## config.mk

```make
export PLATFORM = sky130hd
export DESIGN_NAME = program_loader
export DESIGN_NICKNAME = d
export VERILOG_FILES = /design/src/rtl/program_loader.sv
export SDC_FILE = /design/constraint.sdc
export NUM_CORES = 1
export LEC_CHECK = 0
export ABC_AREA = 1
export BUFFER_PORTS_ARGS = -buffer_cell sky130_fd_sc_hd__buf_4
export CAP_MARGIN = 15
export CORE_MARGIN = 2
export CORE_UTILIZATION = 55
export CTS_CLUSTER_SIZE = 40
export DETAILED_ROUTE_END_ITERATION = 16
export GPL_TIMING_DRIVEN = 1
export PLACE_DENSITY = 0.76
export RECOVER_POWER = 25
export SLEW_MARGIN = 20
export SYNTH_ARGS = -nofsm -noshare
export SYNTH_HDL_FRONTEND = slang
export SYNTH_SLANG_ARGS = --single-unit
```

## constraint.sdc

```tcl
create_clock -name clk -period 3.4 [get_ports clk]
set_clock_uncertainty 0.15 [all_clocks]
set_input_delay 0.34 -clock clk [delete_from_list [all_inputs] [get_ports clk]]
set_output_delay 0.34 -clock clk [all_outputs]
set_load 0.02 [all_outputs]
```

## src/rtl/program_loader.sv

```systemverilog
// Boot loader: parses MAGIC/LEN/words/CSUM byte frames into instruction memory, then releases the core.
// One byte per cycle; word write lands 1 cycle after its last byte; rx_ready drops only in RUN/ERROR.
module program_loader #(
  parameter int          INST_W   = 16,
  parameter int          I_ADDR_W = 12,
  parameter logic [7:0]  MAGIC    = 8'hA5
) (
  input  logic                clk,
  input  logic                reset_n,
  input  logic [7:0]          rx_data,
  input  logic                rx_valid,
  output logic                rx_ready,
  input  logic                reload,
  output logic [I_ADDR_W-1:0] imem_waddr,
  output logic [INST_W-1:0]   imem_wdata,
  output logic                imem_we,
  output logic                core_reset_n,
  output logic                load_done,
  output logic                load_error
);

  localparam int INST_W_BYTES = INST_W / 8;
  localparam int BI_W         = (INST_W_BYTES > 1) ? $clog2(INST_W_BYTES) : 1;
  localparam logic [BI_W-1:0] LAST_IDX = BI_W'(INST_W_BYTES - 1);

  typedef enum logic [2:0] {
    S_SYNC, S_LEN_LO, S_LEN_HI, S_DATA, S_CSUM, S_RUN, S_ERROR
  } state_t;

  state_t              state_q, state_d;
  logic [11:0]         len_q, len_d;
  logic [I_ADDR_W-1:0] word_cnt_q, word_cnt_d, word_cnt_inc;
  logic [BI_W-1:0]     byte_idx_q, byte_idx_d;
  logic [INST_W-1:0]   asm_q, asm_d, word_nxt;
  logic [7:0]          csum_q, csum_d;
  logic [I_ADDR_W-1:0] imem_waddr_q, imem_waddr_d;
  logic [INST_W-1:0]   imem_wdata_q, imem_wdata_d;
  logic                imem_we_q, imem_we_d;
  logic                core_reset_n_q, core_reset_n_d;
  logic                load_done_q, load_done_d;
  logic                load_error_q, load_error_d;
  logic                rx_accept;

  assign rx_ready     = (state_q != S_RUN) && (state_q != S_ERROR);
  assign rx_accept    = rx_valid && rx_ready;
  assign imem_waddr   = imem_waddr_q;
  assign imem_wdata   = imem_wdata_q;
  assign imem_we      = imem_we_q;
  assign core_reset_n = core_reset_n_q;
  assign load_done    = load_done_q;
  assign load_error   = load_error_q;

  always_comb begin
    state_d        = state_q;
    len_d          = len_q;
    word_cnt_d     = word_cnt_q;
    byte_idx_d     = byte_idx_q;
    asm_d          = asm_q;
    csum_d         = csum_q;
    imem_waddr_d   = imem_waddr_q;
    imem_wdata_d   = imem_wdata_q;
    imem_we_d      = 1'b0;
    core_reset_n_d = core_reset_n_q;
    load_done_d    = load_done_q;
    load_error_d   = load_error_q;
    word_cnt_inc   = word_cnt_q + I_ADDR_W'(1);
    word_nxt       = asm_q;
    word_nxt[byte_idx_q*8 +: 8] = rx_data;

    case (state_q)
      S_SYNC: begin
        if (rx_accept && rx_data == MAGIC) begin
          state_d    = S_LEN_LO;
          csum_d     = 8'h00;
          word_cnt_d = '0;
          byte_idx_d = '0;
        end
      end
      S_LEN_LO: begin
        if (rx_accept) begin
          len_d   = {4'h0, rx_data};
          state_d = S_LEN_HI;
        end
      end
      S_LEN_HI: begin
        if (rx_accept) begin
          if (rx_data[7:4] != 4'h0) begin
            state_d      = S_ERROR;
            load_error_d = 1'b1;
          end else begin
            len_d   = {rx_data[3:0], len_q[7:0]};
            state_d = ({rx_data[3:0], len_q[7:0]} == 12'd0) ? S_CSUM : S_DATA;
          end
        end
      end
      S_DATA: begin
        if (rx_accept) begin
          csum_d = csum_q + rx_data;
          asm_d  = word_nxt;
          if (byte_idx_q == LAST_IDX) begin
            byte_idx_d   = '0;
            imem_wdata_d = word_nxt;
            imem_waddr_d = word_cnt_q;
            imem_we_d    = 1'b1;
            word_cnt_d   = word_cnt_inc;
            if (word_cnt_inc == I_ADDR_W'(len_q)) state_d = S_CSUM;
          end else begin
            byte_idx_d = byte_idx_q + BI_W'(1);
          end
        end
      end
      S_CSUM: begin
        if (rx_accept) begin
          if (rx_data == csum_q) begin
            state_d        = S_RUN;
            core_reset_n_d = 1'b1;
            load_done_d    = 1'b1;
          end else begin
            state_d      = S_ERROR;
            load_error_d = 1'b1;
          end
        end
      end
      S_RUN: begin
        if (reload) begin
          state_d        = S_SYNC;
          core_reset_n_d = 1'b0;
          load_done_d    = 1'b0;
        end
      end
      S_ERROR: begin
        if (reload) begin
          state_d      = S_SYNC;
          load_error_d = 1'b0;
        end
      end
      default: state_d = S_SYNC;
    endcase
  end

  always_ff @(posedge clk or negedge reset_n) begin
    if (!reset_n) begin
      state_q        <= S_SYNC;
      len_q          <= '0;
      word_cnt_q     <= '0;
      byte_idx_q     <= '0;
      asm_q          <= '0;
      csum_q         <= 8'h00;
      imem_waddr_q   <= '0;
      imem_wdata_q   <= '0;
      imem_we_q      <= 1'b0;
      core_reset_n_q <= 1'b0;
      load_done_q    <= 1'b0;
      load_error_q   <= 1'b0;
    end else begin
      state_q        <= state_d;
      len_q          <= len_d;
      word_cnt_q     <= word_cnt_d;
      byte_idx_q     <= byte_idx_d;
      asm_q          <= asm_d;
      csum_q         <= csum_d;
      imem_waddr_q   <= imem_waddr_d;
      imem_wdata_q   <= imem_wdata_d;
      imem_we_q      <= imem_we_d;
      core_reset_n_q <= core_reset_n_d;
      load_done_q    <= load_done_d;
      load_error_q   <= load_error_d;
    end
  end

endmodule

```

==> impl_results.md, run 1 <==
* PwrDens at 901 mW/mm²
* Drt initial violations at 242
* Crit path DAT at 2.33 ns
* Top post-synthesis cells by area: dfrtp_1, nand2_1, nand3_1
* Die Footprint at 0.00794 mm²
* IO buf count at 44
* GP Congestion at 0.980
* Period minus WS final at 2.23 ns
* Remaining global-route overflow at 0
* Net load switching power at 1.74 mW
* DRT Wirelength at 8.89 mm
* Post-Synth Simple-Gate Area at 28.8%
* CP max FO at 47
* Worst-path clk slew at 0.09 ns
* Largest family of logic cells by synthesized area: simple AND/OR/NAND/NOR gates
* Final TNS setup at 0 ns
* Netlist cell types at 39
* Buf+Inv Stages, Crit Path at 3
* Total GRT Usage at 24.4%
* Ant. Diodes at 0
* Largest stage delay on the critical path at 0.56 ns
* Largest net degree at the start of global routing at 76
* Crit path max-delay family: buffers and inverters
* Crit share post-route at 65.7%
* Failing checks: capacitance limit, slew limit
* Die width at 89.1 µm
* Syn_area_per_cell at 8.34 µm²
* Share of layout cells above drive strength 1 at 20.3%
* Pleak at 2.25 nW
* CTS tree: done
* Synth top area share at 47.1%
* DR WL/cell at 14.2 µm
* WS Path Type: reg2reg
* Synth Instances at 478
* Crit-path slowest cell: inv_2
* Mapped cell area at 0.00399 mm²
* Post-CTS sizing at 0
* Max Cap Viol at 1
* Hold Crit Class: in2reg
* Post-DRT Antenna Nets at 0
* Compound-gate portion of the synthesized area at 11.9%
* Post-route DRC at 0
* Worst Hold Slack at 0.108 ns
* I/O pin count at 45
* Pint at 2.39 mW
* Most used cell, CP: inv_2
* RSZ-0062 raised after global routing: false
* Synth Register Bits at 75
* Sequential power share at 38.2%
* Worst vdd ir at 403 µV
* Asr flop ratio synth at 100%
* P&R area growth vs syn at 15.0%
* Hold Crit Depth at 3
* # hold bufs at CTS at 0
* Max clock buf depth at 2
* Achievable Freq at 447 MHz
* Worst path cell trace: inv_2 -> nand3_2 -> nor2_4 -> inv_2 -> nor2_4 -> inv_2 -> nor2_1 -> o21bai_2
* Clock Power Share at 18.4%
* FF-to-FF setup slack at 1.17 ns
* Synth Flop Type: dfrtp_1
* Root Buffer: clkbuf_8
* Switching portion of total power at 42.1%
* Core area at 0.00714 mm²
* Startpoint Class: flip-flop
* CTS Buf Count at 9
* Vias in the first global route at 3189
* Hold Path Sink: imem_wdata[15]
* R2R cell count at 8
* Worst reg2reg path startpoint: state_q[2]
* Worst R2R End: word_cnt_q[0]
* Post-synth EDFFs at 0
* Die Height at 89.1 µm
* Layout Nets at 543
* Hold_sp: rx_data[7]
* Adder-cell share of the synthesized area at 3.01%
* Vias after detailed routing at 3388
* Final Hold Vio Count at 0
* Rel. slew slack at -22.9%
* Most common cell in the netlist: nand2_1
* Pre-antenna DRT Iters at 7
* Sequential share of the synthesized area at 47.1%
* Share of total power in combinational logic at 43.3%
* Mux share of post-synthesis cell area at 0%
* Sink Count at 75
* Post-synthesis xor/xnor area fraction at 1.76%
* Initial Util at 55.8%
* Worst skew pair latency at 0.36 ns
* Std cell rows at 31
* DP Wirelength at 6.31 mm
* Setup repair bufs after CTS at 0
* Final setup violation count at 0
* Initial antenna violation count at 0
* CP Capture Type: flip-flop
* Worst EP required at 3.49 ns
* Post-Syn Nets at 499
* Outcome: finished, violations left
* Post-synth top area cell: dfrtp_1
* First-pass GRT wire length at 14.8 mm
* DR vias/cell at 5.41
* Worst Tran Pin Value at 1.84 ns
* Top cells by count, synth: nand2_1, dfrtp_1, inv_1
* Htree depth at 3
* Final number of max-transition violations at 76
* Yosys warning count at 0
[layer usage]
metal	wire length [µm]	share of wire [%]	GRT usage, %
met2	4190	47	37.1
met4	190	2.1	10.0
met3	522	5.9	4.89
met5	0	0	0
met1	3990	45	34.2
[power by group through the flow]
| stage | clock (mW) | combinational (mW) | sequential, mW |
|---|---|---|---|
| global placement | 0 | 1.75 | 1.58 |
| global route | 0.812 | 2.02 | 1.63 |
| CTS | 0.769 | 1.80 | 1.57 |
| detailed placement | 0 | 1.79 | 1.59 |
| floorplan | 0 | 1.10 | 1.71 |
| finish | 0.761 | 1.79 | 1.58 |
[sequential cells by signal, indices dropped and copies added, names as in the netlist]
signal      cells
imem_wdata     16
csum_q          8
imem_waddr     12
asm_q           8
state_q         3
load_done       1
imem_we         1
load_error      1
byte_idx_q      1
len_q          12
word_cnt_q     12
[cells in the final DEF (no fill, tap or decap), types with 2 or more instances in the layout]
cell type,count
a21oi_1,7
a31oi_1,2
buf_4,44
bufinv_16,2
clkbuf_8,9
clkinv_4,2
dfrtp_1,75
ha_1,8
inv_1,48
inv_2,9
nand2_1,135
nand2_2,9
nand3_1,42
nand3_2,2
nand4_1,11
nor2_1,22
nor2_2,2
nor2_4,8
nor3_1,3
nor3_4,2
o211ai_1,2
o21ai_0,39
o21ai_1,9
o22ai_2,8
o31ai_1,2
or2_2,2
xnor2_1,2
xor2_1,6
[through the flow]
stage	setup slack (ns)	util (%)	total power [mW]	instance area, µm²	instances
final	1.17	64.2	4.13	4580	626
after global routing	0.961	64.2	4.47	4580	626
after CTS	1.13	64.3	4.14	4590	626
after detailed placement	1.16	61.2	3.37	4370	610
after global placement	1.10	61.2	3.32	4370	610
after floorplan	1.47	-	2.81	3990	478
[worst reg2reg max path, stage by stage (launching register included)]
cell	delay, ns
dfrtp_1	0.54
inv_2	0.11
nand3_2	0.17
nor2_4	0.08
inv_2	0.13
nor2_4	0.05
inv_2	0.56
nor2_1	0.12
o21bai_2	0.21
[cells by family after synthesis]
| kind of cell | after synthesis |
|---|---|
| buffers and inverters | 70 |
| adders and majority gates | 9 |
| xor gates and xnor gates | 8 |
| AOI/OAI and AO/OA | 75 |
| and+or+nand+nor | 241 |
| DFF | 75 |
[layout make-up]
type | count | area [µm²]
inverters | 58 | 220
clock buffers | 10 | 128
multi-input cells | 333 | 1810
fillers | 639 | 2550
flip-flops and latches | 75 | 1880
well taps | 99 | 124
repair buffers | 45 | 335
clock inverters | 6 | 90.1
[worst max-delay path by stage]
stage	from	end	slack, ns	cells past startpoint
3_5_place_dp	state_q[2]	word_cnt_q[0]	1.16	8
6_report	state_q[2]	word_cnt_q[0]	1.17	8
4_1_cts	state_q[2]	word_cnt_q[0]	1.13	8
5_1_grt	state_q[2]	word_cnt_q[0]	0.96	8
3_3_place_gp	state_q[2]	word_cnt_q[0]	1.10	8
2_1_floorplan	csum_q[0]	csum_q[4]	1.47	6
Power figures use the tool's default switching activity.
==> run 2, diff against run 1 <==
- clock period: 3.4 -> 2.2 ns (I/O delays scaled with it)
==> run 2 against run 1 <==
The run now ends clean. Wire length is 2.9% higher. Via count is 1.2% higher. Clock power is 54% higher. Sequential power is 53% higher. Setup slack worse by 1.1 ns. Die area stayed put. Flip-flop and latch count stayed put. Final area is 4.0% higher. First-iteration DRC count is 12% higher. Sequential share of layout area is 1.6 points lower. Combinational power is 61% higher. Critical endpoint is now csum_q[5]. Highest routed layer unchanged.
==> impl_results.md, run 2 (synthesized netlist as in run 1, its figures left out) <==
* CTS Buf Count at 9 (unchanged)
* DR vias/cell at 5.32 (was 5.41)
* Sink Count at 75 (unchanged)
* Worst-path clk slew at 0.08 ns (was 0.09 ns)
* Die width at 89.1 µm (unchanged)
* Drt initial violations at 272 (was 242)
* Post-route DRC at 0 (unchanged)
* Remaining global-route overflow at 0 (unchanged)
* Final number of max-transition violations at 0 (was 76)
* WL met1 at 4.26 mm (was 3.99 mm)
* Crit path DAT at 2.29 ns (was 2.33 ns)
* Std cell rows at 31 (unchanged)
* Met3 Wirelength at 400 µm (was 522 µm)
* PwrDens at 1360 mW/mm² (was 901 mW/mm²)
* Most frequent cells in the layout: nand2_1, dfrtp_1, buf_4, inv_1, nand3_1 (was nand2_1, dfrtp_1, inv_1, buf_4, nand3_1)
* Worst Hold Slack at 0.0643 ns (was 0.108 ns)
* Final Hold Vio Count at 0 (unchanged)
* R2R cell count at 7 (was 8)
* Vias after detailed routing at 3427 (was 3388)
* Layout Nets at 561 (was 543)
* P&R area growth vs syn at 19.7% (was 15.0%)
* WS Path Type: in2reg (was reg2reg)
* Rel. slew slack at 31.6% (was -22.9%)
* CP max FO at 6 (was 47)
* Hold Crit Class: in2reg (unchanged)
* IO buf count at 44 (unchanged)
* Initial antenna violation count at 0 (unchanged)
* Ant. Diodes at 0 (unchanged)
* CTS tree: done (unchanged)
* Hold Crit Depth at 3 (unchanged)
* Max Used Layer: met4 (unchanged)
* Worst vdd ir at 628 µV (was 403 µV)
* DP Wirelength at 6.47 mm (was 6.31 mm)
* Max clock buf depth at 2 (unchanged)
* Pleak at 2.33 nW (was 2.25 nW)
* Share of layout cells above drive strength 1 at 22.4% (was 20.3%)
* Worst R2R End: len_q[8] (was word_cnt_q[0])
* Worst reg2reg path startpoint: state_q[2] (unchanged)
* Most common cell after layout, fill and taps aside: nand2_1 (unchanged)
* Number of flip-flops in the largest register at 16 (unchanged)
* GP Congestion at 0.933 (was 0.980)
* Fillcell total at 609 (was 639)
* Worst EP required at 2.32 ns (was 3.49 ns)
* Crit share post-route at 98.5%
* Die Height at 89.1 µm (unchanged)
* Post-DRT Antenna Nets at 0 (unchanged)
* Core area at 0.00714 mm² (unchanged)
* DRT Wirelength at 9.15 mm (was 8.89 mm)
* Largest net degree at the start of global routing at 43 (was 76)
* Outcome: completed (was finished, violations left)
* Die Footprint at 0.00794 mm² (unchanged)
* Startpoint Class: input pin (was flip-flop)
* Hold_sp: rx_data[1] (was rx_data[7])
* Met2 WL at 4.35 mm (was 4.19 mm)
* First-pass GRT wire length at 14.8 mm (about the same)
* Hold Path Sink: imem_wdata[9] (was imem_wdata[15])
* Root Buffer: clkbuf_8 (unchanged)
* Total GRT Usage at 24.3% (was 24.4%)
* DR WL/cell at 14.2 µm (about the same)
* Pre-antenna DRT Iters at 5 (was 7)
* I/O pin count at 45 (unchanged)
* Vias in the first global route at 3235 (was 3189)
* Finished Core Util at 66.8% (was 64.2%)
* Achievable Freq at 462 MHz
* FF-to-FF setup slack at 0.16 ns (was 1.17 ns)
* Htree depth at 3 (unchanged)
* Worst Tran Pin Value at 1.03 ns (was 1.84 ns)
* Final setup violation count at 0 (unchanged)
* Max Cap Viol at 0 (was 1)
* Initial Util at 55.8% (unchanged)
* CP Capture Type: flip-flop (unchanged)
* Period minus WS final at 2.17 ns
* Worst skew pair latency at 0.35 ns (was 0.36 ns)
[run 2: cell type report]
class | count | area, µm² | share of cell area (%)
inverters | 58 | 220 | 4.62
clock inverters | 6 | 90.1 | 1.89
multi-input cells | 333 | 1840 | 38.6
flip-flops and latches | 75 | 1880 | 39.4
repair buffers | 63 | 490 | 10.3
clock buffers | 10 | 128 | 2.68
well taps | 99 | 124 | 2.60
[run 2: stage by stage]
stage          worst slack, ns  std cells  setup TNS (ns)  cell area [µm²]  power (mW)
3_3_place_gp             0.186        617               0             4430        5.16
3_5_place_dp             0.121        617               0             4430        5.23
4_1_cts                 0.0708        641               0             4730        6.42
5_1_grt                -0.0361        644         -0.0520             4770        6.98
2_1_floorplan            0.265        478               0             3990        4.35
6_report                0.0333        644               0             4770        6.47
[run 2: where the power goes]
| group | leakage (nW) | internal, mW | total, mW | switching (mW) |
|---|---|---|---|---|
| clock network | 0.106 | 0.641 | 1.17 | 0.529 |
| logic | 1.27 | 1.16 | 2.88 | 1.72 |
| registers | 0.957 | 1.97 | 2.42 | 0.444 |
| total | 2.33 | 3.78 | 6.47 | 2.69 |
[run 2: worst max-delay path, cell delays in order]
cell	delay [ns]
dlygate4sd3_1	0.53
buf_4	0.17
ha_1	0.39
a21o_1	0.22
a31oi_2	0.26
o21ai_0	0.12
nand2_1	0.06
nand2_1	0.06
nand2_1	0.06
nand2_1	0.05
o21ai_0	0.14
[run 2: how the worst max path moves through the flow]
stage / depth (start not counted) / start / slack [ns] / end
after detailed placement: 10 / rx_data[0] / 0.12 / csum_q[6]
after global placement: 7 / state_q[2] / 0.19 / len_q[8]
after CTS: 11 / rx_data[2] / 0.07 / csum_q[5]
after global routing: 11 / rx_data[2] / -0.04 / csum_q[5]
after floorplan: 6 / csum_q[0] / 0.27 / csum_q[4]
final: 11 / rx_data[2] / 0.03 / csum_q[5]
[run 2: metal layers]
| metal | vias up | track usage (%) |
|---|---|---|
| met2 | 91 | 38.2 |
| met3 | 14 | 5.54 |
| li1 | 1682 | - |
| met5 | - | 0 |
| met1 | 1640 | 33.5 |
| met4 | 0 | 8.01 |
[run 2: timing repair]
action	in CTS	in global routing
gates resized for setup	0	7
endpoints found under the setup margin	0	7
endpoints found under the hold margin	48	0
hold buffers	8	0
setup buffers	0	3
